==> src/rtl/mul_share_pkg.sv <==
// Shared constants, state encoding and carry-save helper for the shared multiplier block.
package mul_share_pkg;

    localparam int NREQ_DEF = 4;
    localparam int IDW_DEF  = 2;
    localparam int OPW      = 8;
    localparam int PW       = 16;

    typedef enum logic [1:0] {
        IDLE = 2'd0,
        CALC = 2'd1,
        HOLD = 2'd2
    } state_t;

    // Carry output of a 3:2 compressor row, already aligned to the next weight.
    function automatic logic [PW-1:0] csa_carry(input logic [PW-1:0] x, input logic [PW-1:0] y,
                                                input logic [PW-1:0] z);
        return ((x & y) | (x & z) | (y & z)) << 1;
    endfunction

endpackage

==> src/rtl/rr_arb_nreq.sv <==
// Combinational round-robin picker: first set request scanning from ptr upward, modulo NREQ.
module rr_arb_nreq #(
    parameter int NREQ = 4,
    parameter int IDW  = 2
) (
    input  logic [NREQ-1:0] req,
    input  logic [IDW-1:0]  ptr,
    output logic [NREQ-1:0] grant,
    output logic [IDW-1:0]  idx,
    output logic            any
);

    logic [IDW:0] pos;

    always_comb begin
        grant = '0;
        idx   = '0;
        any   = 1'b0;
        pos   = '0;
        for (int k = 0; k < NREQ; k++) begin
            pos = {1'b0, ptr} + (IDW+1)'(k);
            if (pos >= (IDW+1)'(NREQ)) pos = pos - (IDW+1)'(NREQ);
            if (!any && req[pos[IDW-1:0]]) begin
                any                 = 1'b1;
                grant[pos[IDW-1:0]] = 1'b1;
                idx                 = pos[IDW-1:0];
            end
        end
    end

endmodule

==> src/rtl/wallace_8bit.sv <==
// Combinational 8x8 unsigned multiplier: partial products reduced by a 3:2 carry-save tree.
module wallace_8bit
    import mul_share_pkg::*;
(
    input  logic [OPW-1:0] a,
    input  logic [OPW-1:0] b,
    output logic [PW-1:0]  p
);

    logic [PW-1:0] pp [OPW];
    logic [PW-1:0] s0, c0, s1, c1, s2, c2, s3, c3, s4, c4, s5, c5;

    always_comb begin
        for (int i = 0; i < OPW; i++) begin
            pp[i] = b[i] ? (PW'(a) << i) : '0;
        end
    end

    // Reduction 8 -> 6 -> 4 -> 3 -> 2 rows; the product fits in 16 bits so bits shifted past the MSB are zero.
    assign s0 = pp[0] ^ pp[1] ^ pp[2];
    assign c0 = csa_carry(pp[0], pp[1], pp[2]);
    assign s1 = pp[3] ^ pp[4] ^ pp[5];
    assign c1 = csa_carry(pp[3], pp[4], pp[5]);
    assign s2 = s0 ^ c0 ^ s1;
    assign c2 = csa_carry(s0, c0, s1);
    assign s3 = c1 ^ pp[6] ^ pp[7];
    assign c3 = csa_carry(c1, pp[6], pp[7]);
    assign s4 = s2 ^ c2 ^ s3;
    assign c4 = csa_carry(s2, c2, s3);
    assign s5 = s4 ^ c4 ^ c3;
    assign c5 = csa_carry(s4, c4, c3);
    assign p  = s5 + c5;

endmodule

==> src/rtl/mul_share_arb.sv <==
// One 8x8 multiplier shared by NREQ requesters: round-robin accept, one op in flight, held result.
// Optional MUL_SHARE_SIGNED_EN adds per-request two's-complement operands via req_signed.
module mul_share_arb
    import mul_share_pkg::*;
#(
    parameter int NREQ = NREQ_DEF,
    parameter int IDW  = IDW_DEF
) (
    input  logic              clk,
    input  logic              rst_n,
    input  logic [NREQ-1:0]   req_valid,
    input  logic [8*NREQ-1:0] req_a,
    input  logic [8*NREQ-1:0] req_b,
`ifdef MUL_SHARE_SIGNED_EN
    input  logic [NREQ-1:0]   req_signed,
`endif
    output logic [NREQ-1:0]   req_ready,
    output logic [NREQ-1:0]   resp_valid,
    output logic [PW-1:0]     resp_p,
    input  logic [NREQ-1:0]   resp_ready,
    output logic              busy,
    output logic [IDW-1:0]    grant_id
);

    // Handshakes: a request transfers when req_valid[i] && req_ready[i]; a result transfers
    // when resp_valid[id_q] && resp_ready[id_q]. resp_p is stable for as long as resp_valid is high.
    state_t          state;
    logic [IDW-1:0]  rr_ptr, id_q, win_idx;
    logic [OPW-1:0]  op_a, op_b, sel_a, sel_b, mul_a, mul_b;
    logic [PW-1:0]   p_q, mul_p, prod_fin;
    logic [NREQ-1:0] arb_req, win_oh;
    logic            win_any, hs;

    assign hs      = (state == HOLD) && resp_ready[id_q];
    assign arb_req = ((state == IDLE) || hs) ? req_valid : '0;

    rr_arb_nreq #(.NREQ(NREQ), .IDW(IDW)) u_arb (
        .req   (arb_req),
        .ptr   (rr_ptr),
        .grant (win_oh),
        .idx   (win_idx),
        .any   (win_any)
    );

    assign sel_a = req_a[win_idx*OPW +: OPW];
    assign sel_b = req_b[win_idx*OPW +: OPW];

`ifdef MUL_SHARE_SIGNED_EN
    logic sgn_q;
    // Multiply magnitudes, then restore the sign; -128 maps to magnitude 8'h80 = 128.
    assign mul_a    = (sgn_q && op_a[OPW-1]) ? -op_a : op_a;
    assign mul_b    = (sgn_q && op_b[OPW-1]) ? -op_b : op_b;
    assign prod_fin = (sgn_q && (op_a[OPW-1] ^ op_b[OPW-1])) ? -mul_p : mul_p;
`else
    assign mul_a    = op_a;
    assign mul_b    = op_b;
    assign prod_fin = mul_p;
`endif

    wallace_8bit u_mul (
        .a (mul_a),
        .b (mul_b),
        .p (mul_p)
    );

    always_ff @(posedge clk or negedge rst_n) begin
        if (!rst_n) begin
            state  <= IDLE;
            rr_ptr <= '0;
            op_a   <= '0;
            op_b   <= '0;
            p_q    <= '0;
            id_q   <= '0;
`ifdef MUL_SHARE_SIGNED_EN
            sgn_q  <= 1'b0;
`endif
        end else begin
            if (win_any) begin
                op_a   <= sel_a;
                op_b   <= sel_b;
                id_q   <= win_idx;
                rr_ptr <= (win_idx == IDW'(NREQ-1)) ? '0 : win_idx + IDW'(1);
`ifdef MUL_SHARE_SIGNED_EN
                sgn_q  <= req_signed[win_idx];
`endif
            end
            case (state)
                IDLE: if (win_any) state <= CALC;
                CALC: begin
                    p_q   <= prod_fin;
                    state <= HOLD;
                end
                HOLD: begin
                    if (win_any) state <= CALC;
                    else if (hs) state <= IDLE;
                end
                default: state <= IDLE;
            endcase
        end
    end

    assign req_ready = rst_n ? win_oh : '0;
    assign resp_p    = p_q;
    assign busy      = (state != IDLE);
    assign grant_id  = (state == IDLE) ? '0 : id_q;

    always_comb begin
        resp_valid = '0;
        if (state == HOLD) resp_valid[id_q] = 1'b1;
    end

endmodule
==> config.mk <==
export PLATFORM = sky130hd
export DESIGN_NAME = mul_share_arb
export DESIGN_NICKNAME = d
export VERILOG_FILES = /design/src/rtl/mul_share_pkg.sv /design/src/rtl/rr_arb_nreq.sv /design/src/rtl/wallace_8bit.sv /design/src/rtl/mul_share_arb.sv
export SDC_FILE = /design/constraint.sdc
export NUM_CORES = 1
export LEC_CHECK = 0
export ABC_AREA = 1
export BUFFER_PORTS_ARGS = -buffer_cell sky130_fd_sc_hd__buf_2
export CAP_MARGIN = 30
export CORE_MARGIN = 1
export CORE_UTILIZATION = 25
export CTS_BUF_LIST = sky130_fd_sc_hd__clkbuf_4
export DETAILED_ROUTE_END_ITERATION = 7
export PLACE_DENSITY = 0.54
export SYNTH_ARGS = -nofsm -noshare
export SYNTH_HDL_FRONTEND = slang
export SYNTH_SLANG_ARGS = --single-unit
export TNS_END_PERCENT = 20
==> constraint.sdc <==
create_clock -name clk -period 4.2 [get_ports clk]
set_input_delay 1.26 -clock clk [delete_from_list [all_inputs] [get_ports clk]]
set_output_delay 1.26 -clock clk [all_outputs]
set_load 0.1 [all_outputs]
Word level (Yosys, flattened, before mapping)
Index checks and enable logic that the tools add are counted.
{"block": "totals", "latch_bits": 0, "word_cells": 150, "romBits": 0, "reg_bits": 38, "ram_bits": 0, "in_bits": 74, "n_memories": 0, "output_inout_bits": 27}
{"block": "classes", "order_cmp": 14, "multipliers": 0, "n_reduce_logical": 16, "muxes": 53, "n_div": 0, "addsub": 9, "bitwise_logic": 45, "shift": 2, "n_eq_ne": 5}
{"op": "$and A15 B15 Y15", "count": 18}
{"op": "$or A15 B15 Y15", "count": 12}
{"op": "$xor A16 B16 Y16", "count": 8}
{"op": "$shiftx A32 B6 Y8", "count": 2}
{"op": "$mux W4", "count": 7}
{"op": "$mux W2", "count": 13}
{"op": "$add A16 B16 Y16", "count": 1}
{"op": "$xor A16 B10 Y16", "count": 1}
{"op": "$xor A16 B13 Y16", "count": 1}
{"op": "$xor A16 B14 Y16", "count": 1}
{"op": "$xor A16 B15 Y16", "count": 1}
{"op": "$lt A2 B3 Y1 const B", "count": 5}
{"op": "$mux W15", "count": 1}
{"op": "$mux W1", "count": 14}
{"op": "$mux W14", "count": 1}
{"op": "$mux W13", "count": 1}
{"op": "$mux W12", "count": 1}
{"op": "$or A4 B4 Y4", "count": 3}
{"op": "$mux W11", "count": 1}
{"op": "$bmux W1 S2", "count": 5}
{"op": "$demux W1 S2", "count": 5}
{"op": "$ge A2 B1 Y1 const B", "count": 5}
{"op": "$mux W10", "count": 1}
{"op": "$ge A3 B3 Y1 const B", "count": 3}
{"op": "18 further kinds", "count": 33}

Logic depth before layout (Yosys ltp)
{"block": "logic_depth", "word_depth": 19, "depth_mapped": 25}

Hierarchy
A second synthesis with hierarchy kept.
{"block": "hier_totals", "cells_unflattened": 655, "area_unflattened_um2": 4665.7}
{"mod": "mul_share_arb", "seq_area_each_um2": 950.9, "instances": 1, "cells_per_inst": 271, "area_each_um2": 2147.1}
{"mod": "wallace_8bit", "seq_area_each_um2": 0.0, "instances": 1, "cells_per_inst": 310, "area_each_um2": 2078.2}
{"mod": "rr_arb_nreq", "seq_area_each_um2": 0.0, "instances": 1, "cells_per_inst": 74, "area_each_um2": 440.4}

Least setup slack after synthesis
OpenSTA, ideal clock, no wires.
{"block": "synth_path", "path_kind": "input port to output port", "startpoint": "input resp_ready[3]", "endpoint": "output req_ready[0]", "path_slack_ns": -0.892, "stages": 11, "arrival_ns": 3.832, "t_required_ns": 2.940, "path_cell_list": "nand2_1 -> nand2_1 -> nand2_2 -> nand3_4 -> nand4_1 -> nand3_1 -> nand2_4 -> nand3_2 -> inv_1 -> nand2_1 -> a41oi_1"}
{"block": "synth_via", "elab_chain_cells": 18, "elab_cells_between_ends": 30, "cone_classes": "mux: 19; bitwise: 3; reduce/logical: 8"}
{"item": "start: declaration", "line": "mul_share_arb.sv:20", "source": "input logic [NREQ-1:0] resp_ready,"}
{"item": "$bmux W1 S2 (*)", "line": "mul_share_arb.sv:34", "source": "assign hs = (state == HOLD) && resp_ready[id_q];"}
{"item": "$mux W1 (implied by the code) (*)", "line": "mul_share_arb.sv:34"}
{"item": "$logic_and A1 B1 Y1 (*)", "line": "mul_share_arb.sv:34"}
{"item": "$logic_or A1 B1 Y1 (*)", "line": "mul_share_arb.sv:35", "source": "assign arb_req = ((state == IDLE) || hs) ? req_valid : '0;"}
{"item": "$mux W4 (*)", "line": "mul_share_arb.sv:35"}
{"item": "$bmux W1 S2", "line": "rr_arb_nreq.sv:23", "source": "if (!any && req[pos[IDW-1:0]]) begin"}
{"item": "$mux W1 (implied by the code)", "line": "rr_arb_nreq.sv:23"}
{"item": "$mux W1", "line": "rr_arb_nreq.sv:23"}
{"item": "[... 2 more ...]"}
{"item": "$mux W1", "line": "rr_arb_nreq.sv:23"}
{"item": "$logic_not A1 Y1", "line": "rr_arb_nreq.sv:23"}
{"item": "$logic_and A1 B1 Y1", "line": "rr_arb_nreq.sv:23"}
{"item": "$mux W1", "line": "rr_arb_nreq.sv:23"}
{"item": "$logic_not A1 Y1", "line": "rr_arb_nreq.sv:23"}
{"item": "$logic_and A1 B1 Y1", "line": "rr_arb_nreq.sv:23"}
{"item": "$mux W4 (*)", "line": "rr_arb_nreq.sv:23"}
{"item": "$mux W4 (*)", "line": "mul_share_arb.sv:102", "source": "assign req_ready = rst_n ? win_oh : '0;"}
{"item": "end: declaration", "line": "mul_share_arb.sv:17", "source": "output logic [NREQ-1:0] req_ready,"}
Mark *: on every way between the ends. The rest lies on a longest branch, timed or not. The select of a mux whose other input is x is not followed.

Worst setup path in the final report
{"block": "layout_path", "startpoint": "register op_b[3], in the netlist mul_b[3]", "endpoint": "register p_q[12], in the netlist resp_p[12]"}
{"block": "layout_via", "elab_chain_cells": 13, "elab_cells_between_ends": 33, "cone_classes": "add/sub: 1; mux: 1; bitwise: 31"}
{"item": "start: declaration", "line": "mul_share_arb.sv:29", "source": "logic [OPW-1:0] op_a, op_b, sel_a, sel_b, mul_a, mul_b;"}
{"item": "start signal: assignment", "line": "mul_share_arb.sv:80", "source": "op_b <= sel_b;"}
{"item": "$mux W11 (*)", "line": "wallace_8bit.sv:15", "source": "pp[i] = b[i] ? (PW'(a) << i) : '0;"}
{"item": "$xor A16 B16 Y16 or $and A15 B15 Y15 (tied branches)", "line": "wallace_8bit.sv:22, mul_share_pkg.sv:18"}
{"item": "$xor A16 B13 Y16 or $or A15 B15 Y15 (tied branches)", "line": "wallace_8bit.sv:22, mul_share_pkg.sv:18"}
{"item": "$and A15 B15 Y15 or $or A15 B15 Y15 (tied branches)", "line": "mul_share_pkg.sv:18", "source": "return ((x & y) | (x & z) | (y & z)) << 1;"}
{"item": "$or A15 B15 Y15 or $xor A16 B14 Y16 (tied branches)", "line": "mul_share_pkg.sv:18, wallace_8bit.sv:26"}
{"item": "$or A15 B15 Y15 or $xor A16 B15 Y16 (tied branches)", "line": "mul_share_pkg.sv:18, wallace_8bit.sv:26"}
{"item": "$and A15 B15 Y15", "line": "mul_share_pkg.sv:18"}
{"item": "$or A15 B15 Y15 (2 in series)", "line": "mul_share_pkg.sv:18"}
{"item": "$and A15 B15 Y15", "line": "mul_share_pkg.sv:18"}
{"item": "$or A15 B15 Y15 (2 in series)", "line": "mul_share_pkg.sv:18"}
{"item": "$add A16 B16 Y16 (*)", "line": "wallace_8bit.sv:32", "source": "assign p = s5 + c5;"}
{"item": "end signal: assignment", "line": "mul_share_arb.sv:90", "source": "p_q <= prod_fin;"}
{"item": "end: declaration", "line": "mul_share_arb.sv:30", "source": "logic [PW-1:0] p_q, mul_p, prod_fin;"}
Mark *: on every way between the ends. The rest lies on a longest branch, timed or not.
A chain may end at the register's enable or synchronous reset.

==> results.sh <==
export IMPL_grt_total_usage_pct=14.1
export IMPL_outcome="finished, violations left"
export IMPL_final_cell_mix="nand2_1 (269), inv_1 (100), buf_2 (96), buf_4 (52), nand3_1 (45)"
export IMPL_die_area_um2=18800
export IMPL_place_port_buffers=100
export IMPL_yosysSeqAreaShare_pct=20.9
export IMPL_drcViolationCount=0
export IMPL_drt_iter0_drc=212
export IMPL_drive_gt1_share_pct=28.5
export IMPL_wl_per_cell_um=11.9
export IMPL_synthTopCellsByArea="nand2_1 (23%), dfrtp_1 (21%), fa_1 (17%)"
export IMPL_setup_viol=3
export IMPL_overflow=0
export IMPL_period_share_pct=102
export IMPL_setup_ws_ns=-0.0671
export IMPL_relSlewSlack_pct=40.3
export IMPL_tightest_slew_ns=0.892
export IMPL_synth_seq_cells=38
export IMPL_avgSynthCellArea_um2=6.93
export IMPL_ant_nets=0
export IMPL_cts_tree="yes"
export IMPL_gp_congestion=0.826
export IMPL_rows=49
export IMPL_fin_crit_ns=4.27
export IMPL_fin_setup_tns_ns=-0.133
export IMPL_clk_path_buf_depth=2
export IMPL_numCtsBuffers=5
export IMPL_finalMaxSlewViolations=0
export IMPL_start_util_pct=25.5
export IMPL_dp_slack_ns=-0.266
export IMPL_use_met1_pct=18.8
export IMPL_synth_largest_area_cell="nand2_1"
export IMPL_cap_violations=0
export IMPL_grtUsageMet2_pct=24.7
export IMPL_top_usage_layer="met2"
export IMPL_cp_end_kind="flop"
export IMPL_netlist_instances=658
export IMPL_criticalPathCategory="reg -> reg"
export IMPL_core_area_um2=17900
export IMPL_grt_pass1_wl_um=20700
export IMPL_yosysUniqueCellTypes=35
export IMPL_die_h_um=137
export IMPL_ctsHoldBuffers=0
export IMPL_grt_max_degree=39
export IMPL_cp_max_fo=6
export IMPL_grt_pass1_vias=4329
export IMPL_violations="negative setup slack"
export IMPL_clock_latency_ns=0.35
export IMPL_cts_num_sinks=38
export IMPL_ys_warn_count=0
export IMPL_skew_ns=0.0132
export IMPL_met3_usage_pct=1.33
export IMPL_io_pins=101
export IMPL_worstPathRequired_ns=4.42
export IMPL_syn_cell_area_um2=4560
export IMPL_cts_clk_slew_worst_paths_ns=0.14
export IMPL_hp_class="reg -> reg"
export IMPL_cts_root_buffer="clkbuf_4"
export IMPL_first_pass_iters=4
export IMPL_yosysTopAreaCellShare_pct=22.9
export IMPL_hpwlAfterDp_um=9790
export IMPL_drt_total_wl_um=12100
export IMPL_nNetsFinal=933
export IMPL_fmax_mhz=234
export IMPL_area_growth_pct=29.6
export IMPL_rsz0062_at_grt="yes"
export IMPL_start_kind="flop"
export IMPL_hold_viol=0
export IMPL_num_vias=4332
export IMPL_routed_via_density=4.26
export IMPL_arrival_ns=4.49
export IMPL_antenna_found_initial=1
export IMPL_dieWidth_um=137
export IMPL_syn_num_nets=805
export IMPL_cts_max_level=2
export IMPL_layout_commonest_cell="nand2_1"
worst max-delay path, stage by stage, from the launching register on:
cell and delay (ns):
dfrtp_2 0.48, nand2_2 0.07, inv_2 0.04, fa_2 0.56, inv_2 0.04, fa_1 0.51
fa_1 0.50, fa_1 0.50, inv_2 0.05, ha_4 0.25, a21oi_2 0.13, nand2_1 0.09
nand2_2 0.08, nand2_2 0.05, a21oi_2 0.13, inv_1 0.06, a21oi_2 0.15, o21ai_2 0.08
buf_4 0.13, xnor2_1 0.14, o21ai_0 0.10
synthesized netlist by cell type:
cell      instances
nand3_1          46
nand3_4           1
clkbuf_1         21
buf_4             3
buf_2             4
nand2_1         278
nand4_1           9
inv_1           106
dfrtp_1          38
nand4_4           1
inv_4             2
or2_1             5
a21oi_1           6
buf_6             3
o22ai_1           1
xor2_1            3
nand3_2           3
a21boi_0          1
ha_1             34
nand2_4           3
nand3b_1          1
fa_1             39
o21ai_0          11
nand2_2           4
nor3_1            5
xnor2_1           2
nor2_4            1
a31oi_1           1
a21boi_1          5
a21oi_2           1
inv_2             4
or2_2             5
nor2_1            6
a41oi_1           4
or2_0             1
final cells by class:
class | count | area (um2)
multi-input combinational | 477 | 3190
antenna | 1 | 2.50
timing repair buffer | 152 | 951
inverter | 112 | 425
fill | 1957 | 12000
tap | 229 | 287
clock inverter | 3 | 63.8
clock buffer | 5 | 37.5
sequential | 38 | 958
repair_timing:
item | CTS | global route
pin swaps | 16 | 20
gates resized for setup | 27 | 14
endpoints found under the setup margin | 4 | 9
endpoints found under the hold margin | 0 | 0
setup buffers | 5 | 5
worst paths after layout:
check	from	endpoint	slack (ns)	cells after the start
hold / removal	resp_p[2]	resp_p[2]	0.48	2
max in group asynchronous	rst_n	mul_b[5]	2.80	2
hold reg to reg	resp_p[2]	resp_p[2]	0.48	2
setup reg to reg	mul_b[3]	resp_p[12]	-0.07	20
min in group asynchronous	rst_n	state[1]	1.02	2
setup / recovery	mul_b[3]	resp_p[12]	-0.07	20
metrics by stage:
step / area (um2) / cells / hold slack [ns] / util (%)
2_1_floorplan: 4600 / 658 / 0.543 / -
3_3_place_gp: 5610 / 998 / 0.451 / 31.3
3_5_place_dp: 5610 / 998 / 0.457 / 31.3
4_1_cts: 5840 / 1011 / 0.490 / 32.6
5_1_grt: 5910 / 1017 / 0.513 / 33.0
6_report: 5910 / 1017 / 0.484 / 33.0
registers in the layout, summed over array words and instances, names as in the netlist:
| register | count |
|---|---|
| resp_p | 16 |
| mul_b | 8 |
| mul_a | 8 |
| rr_ptr | 2 |
| id_q | 2 |
| state | 2 |
logic make-up after synthesis:
kind of cell | share of synthesized area [%]
XOR/XNOR | 0.960
buffers and inverters | 12.7
adder cells (fa/ha/maj) | 26.4
AND/OR/NAND/NOR | 34.9
AO/OA/AOI/OAI | 4.09
flip-flops | 20.9
metal layers:
layer / share of wire, % / up-vias / wire, um
met2: 48 / 72 / 5780
met4: 0.94 / 0 / 114
met1: 48 / 2006 / 5870
met5: 0 / - / 0
met3: 3.0 / 7 / 359
li1: - / 2247 / -
Power is not shown: default switching activity piles up to over one toggle a cycle in this logic, so the estimate is an artifact.
